===== src/rtl/pipe_ctrl_if.sv =====
// Pipeline control bus between the MangoMIPS32 stage registers and pipe_ctrl.
// master: pipeline side (raises requests, consumes stall/flush); slave: pipe_ctrl.
interface pipe_ctrl_if;
  logic        if_req;
  logic        mc_start;
  logic        mem_req;
  logic        exc_valid;
  logic [31:0] exc_vec;
  logic        eret;
  logic [31:0] epc;
  logic [4:0]  stall;
  logic [4:0]  flush;
  logic        redirect;
  logic [31:0] redir_pc;
  logic        mc_last;
  logic [31:0] stall_cycles;

  modport master (
    output if_req, mc_start, mem_req, exc_valid, exc_vec, eret, epc,
    input  stall, flush, redirect, redir_pc, mc_last, stall_cycles
  );

  modport slave (
    input  if_req, mc_start, mem_req, exc_valid, exc_vec, eret, epc,
    output stall, flush, redirect, redir_pc, mc_last, stall_cycles
  );
endinterface


===== src/rtl/pipe_ctrl.sv =====
// Stall/flush sequencer for the five-stage pipeline: multi-cycle EX counter and deferred PC redirect.
// Optional stall-cycle performance counter enabled by defining PIPE_CTRL_PERF_EN.
module pipe_ctrl #(
  parameter int MC_LAT = 4
) (
  input  logic        clk,
  input  logic        rst,
  pipe_ctrl_if.slave  bus
);

  localparam int            CW       = $clog2(MC_LAT);
  localparam logic [CW-1:0] CNT_LAST = CW'(MC_LAT - 1);

  typedef enum logic [1:0] {
    RUN,
    MC,
    REDIR
  } state_e;

  state_e        state_q;
  logic [CW-1:0] cnt_q;
  logic [31:0]   tgt_q;

  logic          evt;
  logic [31:0]   tgt_new;
  logic          at_last;
  logic          mc_hold;

  assign evt     = bus.exc_valid | bus.eret;
  assign tgt_new = bus.exc_valid ? bus.exc_vec : bus.epc;
  assign at_last = (state_q == MC) && (cnt_q == CNT_LAST);
  // The start cycle is already a hold cycle, before the state register has moved to MC.
  assign mc_hold = ((state_q == RUN) && bus.mc_start) || ((state_q == MC) && !at_last);

  // NOTE: every output gets a default first so no path through the priority chain infers a latch.
  always_comb begin
    bus.stall    = '0;
    bus.flush    = '0;
    bus.redirect = 1'b0;
    bus.redir_pc = tgt_q;
    bus.mc_last  = 1'b0;
    if (!rst) begin
      bus.mc_last = at_last && !evt;
      if (evt) begin
        bus.flush    = 5'b11110;
        bus.redir_pc = tgt_new;
        bus.redirect = !bus.if_req;
      end else if (bus.mem_req) begin
        bus.stall = 5'b01111;
        bus.flush = 5'b10000;
      end else if (state_q == REDIR) begin
        bus.flush = 5'b00010;
        if (bus.if_req) bus.stall    = 5'b00001;
        else            bus.redirect = 1'b1;
      end else if (mc_hold) begin
        bus.stall = 5'b00111;
        bus.flush = 5'b01000;
      end else if (bus.if_req) begin
        bus.stall = 5'b00001;
        bus.flush = 5'b00010;
      end
    end
  end

  // NOTE: state registers use non-blocking assignments so every flop samples pre-edge values.
  always_ff @(posedge clk or posedge rst) begin
    if (rst) begin
      state_q <= RUN;
      cnt_q   <= '0;
      tgt_q   <= '0;
    end else if (evt) begin
      tgt_q   <= tgt_new;
      cnt_q   <= '0;
      state_q <= bus.if_req ? REDIR : RUN;
    end else begin
      case (state_q)
        RUN: begin
          if (bus.mc_start) begin
            state_q <= MC;
            cnt_q   <= CW'(1);
          end
        end
        MC: begin
          // Counter saturates on the last cycle; a D-cache miss keeps us parked there.
          if (!at_last) cnt_q <= cnt_q + CW'(1);
          if (at_last && !bus.mem_req) begin
            state_q <= RUN;
            cnt_q   <= '0;
          end
        end
        REDIR: begin
          if (!bus.if_req && !bus.mem_req) state_q <= RUN;
        end
        default: state_q <= RUN;
      endcase
    end
  end

`ifdef PIPE_CTRL_PERF_EN
  logic [31:0] stall_cycles_q;
  logic [31:0] stall_cycles_d;

  assign stall_cycles_d = stall_cycles_q + 32'(bus.stall[0]);

  always_ff @(posedge clk or posedge rst) begin
    if (rst) stall_cycles_q <= '0;
    else     stall_cycles_q <= stall_cycles_d;
  end

  assign bus.stall_cycles = stall_cycles_q;
`else
  assign bus.stall_cycles = '0;
`endif

endmodule


===== src/flat_wrapper.sv =====
// flat-port wrapper written by rule: the top's interface ports become plain ports
module pipe_ctrl_flat 
#(
  parameter int MC_LAT = 4
)
  (clk, rst, bus_if_req, bus_mc_start, bus_mem_req, bus_exc_valid, bus_exc_vec, bus_eret, bus_epc, bus_stall, bus_flush, bus_redirect, bus_redir_pc, bus_mc_last, bus_stall_cycles);
  pipe_ctrl_if bus_i ();
  input  logic clk;
  input  logic rst;
  input wire logic [$bits(bus_i.if_req)-1:0] bus_if_req;
  input wire logic [$bits(bus_i.mc_start)-1:0] bus_mc_start;
  input wire logic [$bits(bus_i.mem_req)-1:0] bus_mem_req;
  input wire logic [$bits(bus_i.exc_valid)-1:0] bus_exc_valid;
  input wire logic [$bits(bus_i.exc_vec)-1:0] bus_exc_vec;
  input wire logic [$bits(bus_i.eret)-1:0] bus_eret;
  input wire logic [$bits(bus_i.epc)-1:0] bus_epc;
  output wire logic [$bits(bus_i.stall)-1:0] bus_stall;
  output wire logic [$bits(bus_i.flush)-1:0] bus_flush;
  output wire logic [$bits(bus_i.redirect)-1:0] bus_redirect;
  output wire logic [$bits(bus_i.redir_pc)-1:0] bus_redir_pc;
  output wire logic [$bits(bus_i.mc_last)-1:0] bus_mc_last;
  output wire logic [$bits(bus_i.stall_cycles)-1:0] bus_stall_cycles;
  assign bus_i.if_req = bus_if_req;
  assign bus_i.mc_start = bus_mc_start;
  assign bus_i.mem_req = bus_mem_req;
  assign bus_i.exc_valid = bus_exc_valid;
  assign bus_i.exc_vec = bus_exc_vec;
  assign bus_i.eret = bus_eret;
  assign bus_i.epc = bus_epc;
  assign bus_stall = bus_i.stall;
  assign bus_flush = bus_i.flush;
  assign bus_redirect = bus_i.redirect;
  assign bus_redir_pc = bus_i.redir_pc;
  assign bus_mc_last = bus_i.mc_last;
  assign bus_stall_cycles = bus_i.stall_cycles;
  pipe_ctrl #(.MC_LAT(MC_LAT)) u_core (.clk(clk), .rst(rst), .bus(bus_i));
endmodule

===== config.mk =====
export PLATFORM = sky130hd
export DESIGN_NAME = pipe_ctrl_flat
export DESIGN_NICKNAME = d
export VERILOG_FILES = /design/src/rtl/pipe_ctrl_if.sv /design/src/rtl/pipe_ctrl.sv /design/src/flat_wrapper.sv
export SDC_FILE = /design/constraint.sdc
export NUM_CORES = 1
export LEC_CHECK = 0
export CAP_MARGIN = 20
export CORE_MARGIN = 2
export CORE_UTILIZATION = 41
export CTS_CLUSTER_DIAMETER = 30
export DETAILED_ROUTE_END_ITERATION = 10
export PLACE_DENSITY_LB_ADDON = 0.2
export SETUP_SLACK_MARGIN = 0.5
export SLEW_MARGIN = 20
export SYNTH_ARGS = -nofsm -noshare
export SYNTH_HDL_FRONTEND = slang
export SYNTH_SLANG_ARGS = --single-unit

===== constraint.sdc =====
create_clock -name clk -period 1.5 [get_ports clk]
set_clock_uncertainty 0.05 [all_clocks]
set_input_delay 0.15 -clock clk [delete_from_list [all_inputs] [get_ports clk]]
set_output_delay 0.15 -clock clk [all_outputs]
set_load 0.005 [all_outputs]

## After elaboration in Yosys (flattened, before gate mapping)

Cells that the tools add are included.

- Logic and storage cells: 58
- Output and inout port bits: 76
- Bits of input ports: 71
- Bits in registers: 36

- Add/subtract/negate cells: 1
- Bitwise operators: 1
- Reductions and logical operators: 15
- Multiplexer cells: 31
- Equality and inequality tests: 7

Operator list:

| cell | number |
|---|---|
| $mux 32 | 3 |
| $mux 5 | 9 |
| $mux 2 | 9 |
| $ne 3x2->1 const B | 3 |
| $mux 1 | 7 |
| $logic_and 1x1->1 | 6 |
| $pmux 2 s3 | 1 |
| $reduce_and 3->1 | 2 |
| $eq 2x2->1 const B | 2 |
| $logic_not 1->1 | 4 |
| $ne 4x3->1 const B | 1 |
| $pmux 2 s2 | 1 |
| $mux 3 | 1 |
| $reduce_bool 3->1 | 1 |
| $add 2x1->2 const B | 1 |
| $eq 2x1->1 const B | 1 |
| $logic_not 2->1 | 1 |
| $logic_or 1x1->1 | 1 |
| $or 1x1->1 | 1 |

## Longest topological paths before layout

- Word-level depth: 10
- Gate-level depth with buffers: 6

## Worst setup path before layout

No wires, ideal clock.

- Kind: input -> output
- Start point: input port rst
- End point: output port bus_flush[1]
- Slack: 0.044 ns
- Stages on the path: 3
- Arrival: 1.256 ns
- Cells stage by stage: inv_1 -> nand3b_1 -> o22ai_1

- Cells in the longest elaborated chain, start to end: 1

RTL lines:

| what | RTL line | RTL |
|---|---|---|
| from (decl) | flat_wrapper.sv:9 | `input logic rst;` |
| $mux 5 | pipe_ctrl.sv:42 | `if (!rst) begin` |
| to (decl) | flat_wrapper.sv:18 | `output wire logic [$bits(bus_i.flush)-1:0] bus_flush;` |

No other way between the ends.

## Worst setup path in the final report

- Start point: register u_core.state_q[0]
- End point: output port bus_redirect

- Cells in the longest elaborated chain, start to end: 5

RTL lines:

| what | RTL line | RTL |
|---|---|---|
| from (decl) | pipe_ctrl.sv:20 | `state_e state_q;` |
| from (signal assigned) | pipe_ctrl.sv:74 | `state_q <= bus.if_req ? REDIR : RUN;` |
| $eq 2x2->1 | pipe_ctrl.sv:51 | `end else if (state_q == REDIR) begin` |
| $mux 1 | pipe_ctrl.sv:51 |  |
| $mux 1 | pipe_ctrl.sv:48 | `end else if (bus.mem_req) begin` |
| $mux 1 | pipe_ctrl.sv:44 | `if (evt) begin` |
| $mux 1 | pipe_ctrl.sv:42 |  |
| to (decl) | flat_wrapper.sv:19 | `output wire logic [$bits(bus_i.redirect)-1:0] bus_redirect;` |

No other way between the ends.

==> results.json <==
{
  "start_kind": "register",
  "die_y_um": 88.07,
  "syn_to_final_growth_pct": 67.40,
  "drive_gt1_share_pct": 39.63,
  "syn_inst": 324,
  "placedCellCount": 545,
  "die_area_um2": 7756,
  "hold_path.class": "primary input to register",
  "netlist_area_um2": 2898,
  "met1Wirelength_mm": 3.560,
  "rsz0062_at_grt": "yes",
  "cts_tree": "done",
  "synth-edff-count": 0,
  "vias_per_cell": 4.813,
  "hpwlAfterDp_mm": 5.148,
  "grt_use_total_pct": 22.14,
  "cts.path.max_buffers": 2,
  "cp_max_fo": 3,
  "status": "finished, violations left",
  "fp.coreArea_um2": 6832,
  "ios": 147,
  "cts.sinks": 36,
  "yosysSeqAreaShare_pct": 31.09,
  "fin_crit_ns": 1.675,
  "yosysUniqueCellTypes": 34,
  "synth-async-reset-ratio_pct": 100.0,
  "hold_viol": 0,
  "synth.top_cell.area_share_pct": 31.09,
  "worstPathArrival_ns": 1.47,
  "fmax_mhz": 597.1,
  "vias": 2830,
  "root_buffer": "clkbuf_8",
  "grt_max_degree": 36,
  "synth_top_area_cell": "dfrtp_1",
  "n_antenna_cell": 0,
  "fin_ws_ns": -0.1748,
  "port_buffers": 112,
  "ir_worst_vdd_mv": 0.3352,
  "maxSlewViolCount": 0,
  "wl_met2_mm": 4.282,
  "fillers": 546,
  "final_cells": 588,
  "endpoint_kind": "output pin",
  "ys.flop_type": "dfrtp_1",
  "wl_met3_um": 491,
  "r2r-start": "u_core.cnt_q[0]",
  "numCtsBuffers": 5,
  "antenna_left": 0,
  "cellPowerDensity_nw_per_um2": 638.0,
  "clk_pin_slew_ns": 0.07,
  "synth_commonest_cells": "66 x nand2_1, 65 x mux2i_1, 45 x o21ai_0, 37 x buf_4, 36 x dfrtp_1",
  "critPathRequiredTime_ns": 1.30,
  "post-route-util_pct": 71.01,
  "die_w_um": 88.07,
  "drv_cap": 0,
  "insertion_delay_ns": 0.29,
  "ys_ff_latch": 36,
  "grt_pass1_vias": 2838,
  "topRoutingLayerUsed": "met4",
  "violations": "setup timing",
  "firstDrtPassIters": 4,
  "initial_utilization_pct": 42.42,
  "antenna_found_initial": 0,
  "wire_per_inst_um": 14.36,
  "leakage_nw": 2.377,
  "syn_avg_cell_area_um2": 8.944,
  "hold_path_startpoint": "bus_exc_valid",
  "crit_start": "u_core.state_q[0]",
  "fin_crit_sh_pct": 111.7,
  "synthMostInstantiatedCell": "nand2_1",
  "routed_wl_mm": 8.441,
  "grt-ovfl-total": 0,
  "drc_errors": 0,
  "synth_area_leaders": "dfrtp_1 31%, mux2i_1 22%, buf_4 9.6%",
  "yosys_warnings": 0,
  "fp-row-count": 30,
  "drt_iter0_drc": 88,
  "htreeDepth": 2,
  "setup_violations": 6,
  "place.gp.congestion": 0.7508,
  "path_class": "register to output pin",
  "grt_pass1_wl_mm": 13.59,
  "nNetsFinal": 563
}
==> cell usage in the layout, fill, tap and decap left out, types with 3 or more instances in the layout <==
cell type         n
mux2i_1          65
clkdlybuf4s50_1  64
nand2_1          43
buf_2            41
buf_4            35
dfrtp_1          35
conb_1           34
o21ai_0          32
o21ai_2          30
buf_6            24
nand2_4          17
buf_12            9
buf_16            7
nand2_2           6
clkbuf_8          6
nor2_1            3
o21a_1            3
==> layer usage <==
| layer | up-vias | track usage, % |
|---|---|---|
| li1 | 1388 | - |
| met1 | 1340 | 27.13 |
| met2 | 93 | 40.08 |
| met3 | 9 | 3.487 |
| met4 | 0 | 6.474 |
| met5 | - | 0 |
==> logic make-up (layout without fill, tap and decap cells) <==
| logic type | Yosys count | in the layout | synth area share (%) |
|---|---|---|---|
| AOI/OAI and AO/OA | 80 | 80 | 17.83 |
| adders and majority gates | 1 | 1 | 0.4317 |
| buffers and inverters | 60 | 195 | 16.62 |
| DFF | 36 | 36 | 31.09 |
| muxes | 65 | 65 | 22.45 |
| other | 1 | 34 | 0.1294 |
| and+or+nand+nor | 81 | 81 | 11.44 |
==> state kept, by name (all words and copies together), names as in the netlist <==
name / count
u_core.tgt_q: 32
u_core.cnt_q: 2
u_core.state_q: 2
==> per-stage QoR <==
stage               hold slack [ns]  instance area [um^2]  TNS [ns]  setup slack, ns  power [W]
detailed placement           0.5071                  4154    -16.51          -0.4427   0.002162
floorplan                   0.06466                  3092         0           0.2413   0.001691
finish                       0.1405                  4851   -0.7484          -0.1748   0.003095
global route                 0.1370                  4851    -1.050          -0.2200   0.003275
global placement             0.4957                  4154    -15.97          -0.4265   0.002147
CTS                          0.1216                  4783   -0.8226          -0.1893   0.003079
==> path summary, 6_finish.rpt <==
kind                       cells after the start  slack (ns)                 to
setup / recovery                               5       -0.17       bus_redirect
hold / removal                                 3        0.14  u_core.state_q[0]
min in group asynchronous                      5        0.22    u_core.cnt_q[0]
setup reg to reg                               6        0.07    u_core.cnt_q[0]
max in group asynchronous                      5        0.82  u_core.state_q[1]
hold reg to reg                                2        0.53    u_core.cnt_q[1]
==> final cells by class <==
cell class                      count  area, um^2  area share (%)
Clock buffer                        6       82.58           1.702
Clock inverter                      2       10.01          0.2063
Inverter                            2       13.76          0.2837
Multi-Input combinational cell    261        1913           39.44
Sequential cell                    36       902.1           18.60
Tap cell                           96       120.1           2.476
Timing Repair Buffer              185        1809           37.30
==> timing repair <==
item                                   in CTS  in global routing
setup endpoints to repair                  45                 45
cloned                                      7                  0
hold buffers                                1                  0
pin swaps                                  42                 11
endpoints found under the hold margin       1                  0
buffers inserted                           24                  3
gates resized for setup                   265                 13
==> power breakdown <==
part           switching, W  internal, W  leakage (nW)
Combinational      0.000523     0.000708          1.89
Clock              0.000366     0.000367        0.0510
Sequential        0.0000760      0.00106         0.437
==> worst max-delay path, cell delays in order (launching register included) <==
cell      delay [ns]
dfrtp_2         0.44
buf_6           0.13
nand2b_4        0.13
o21a_1          0.20
nor3_2          0.15
buf_2           0.13
(Power assumes the default switching activity.)
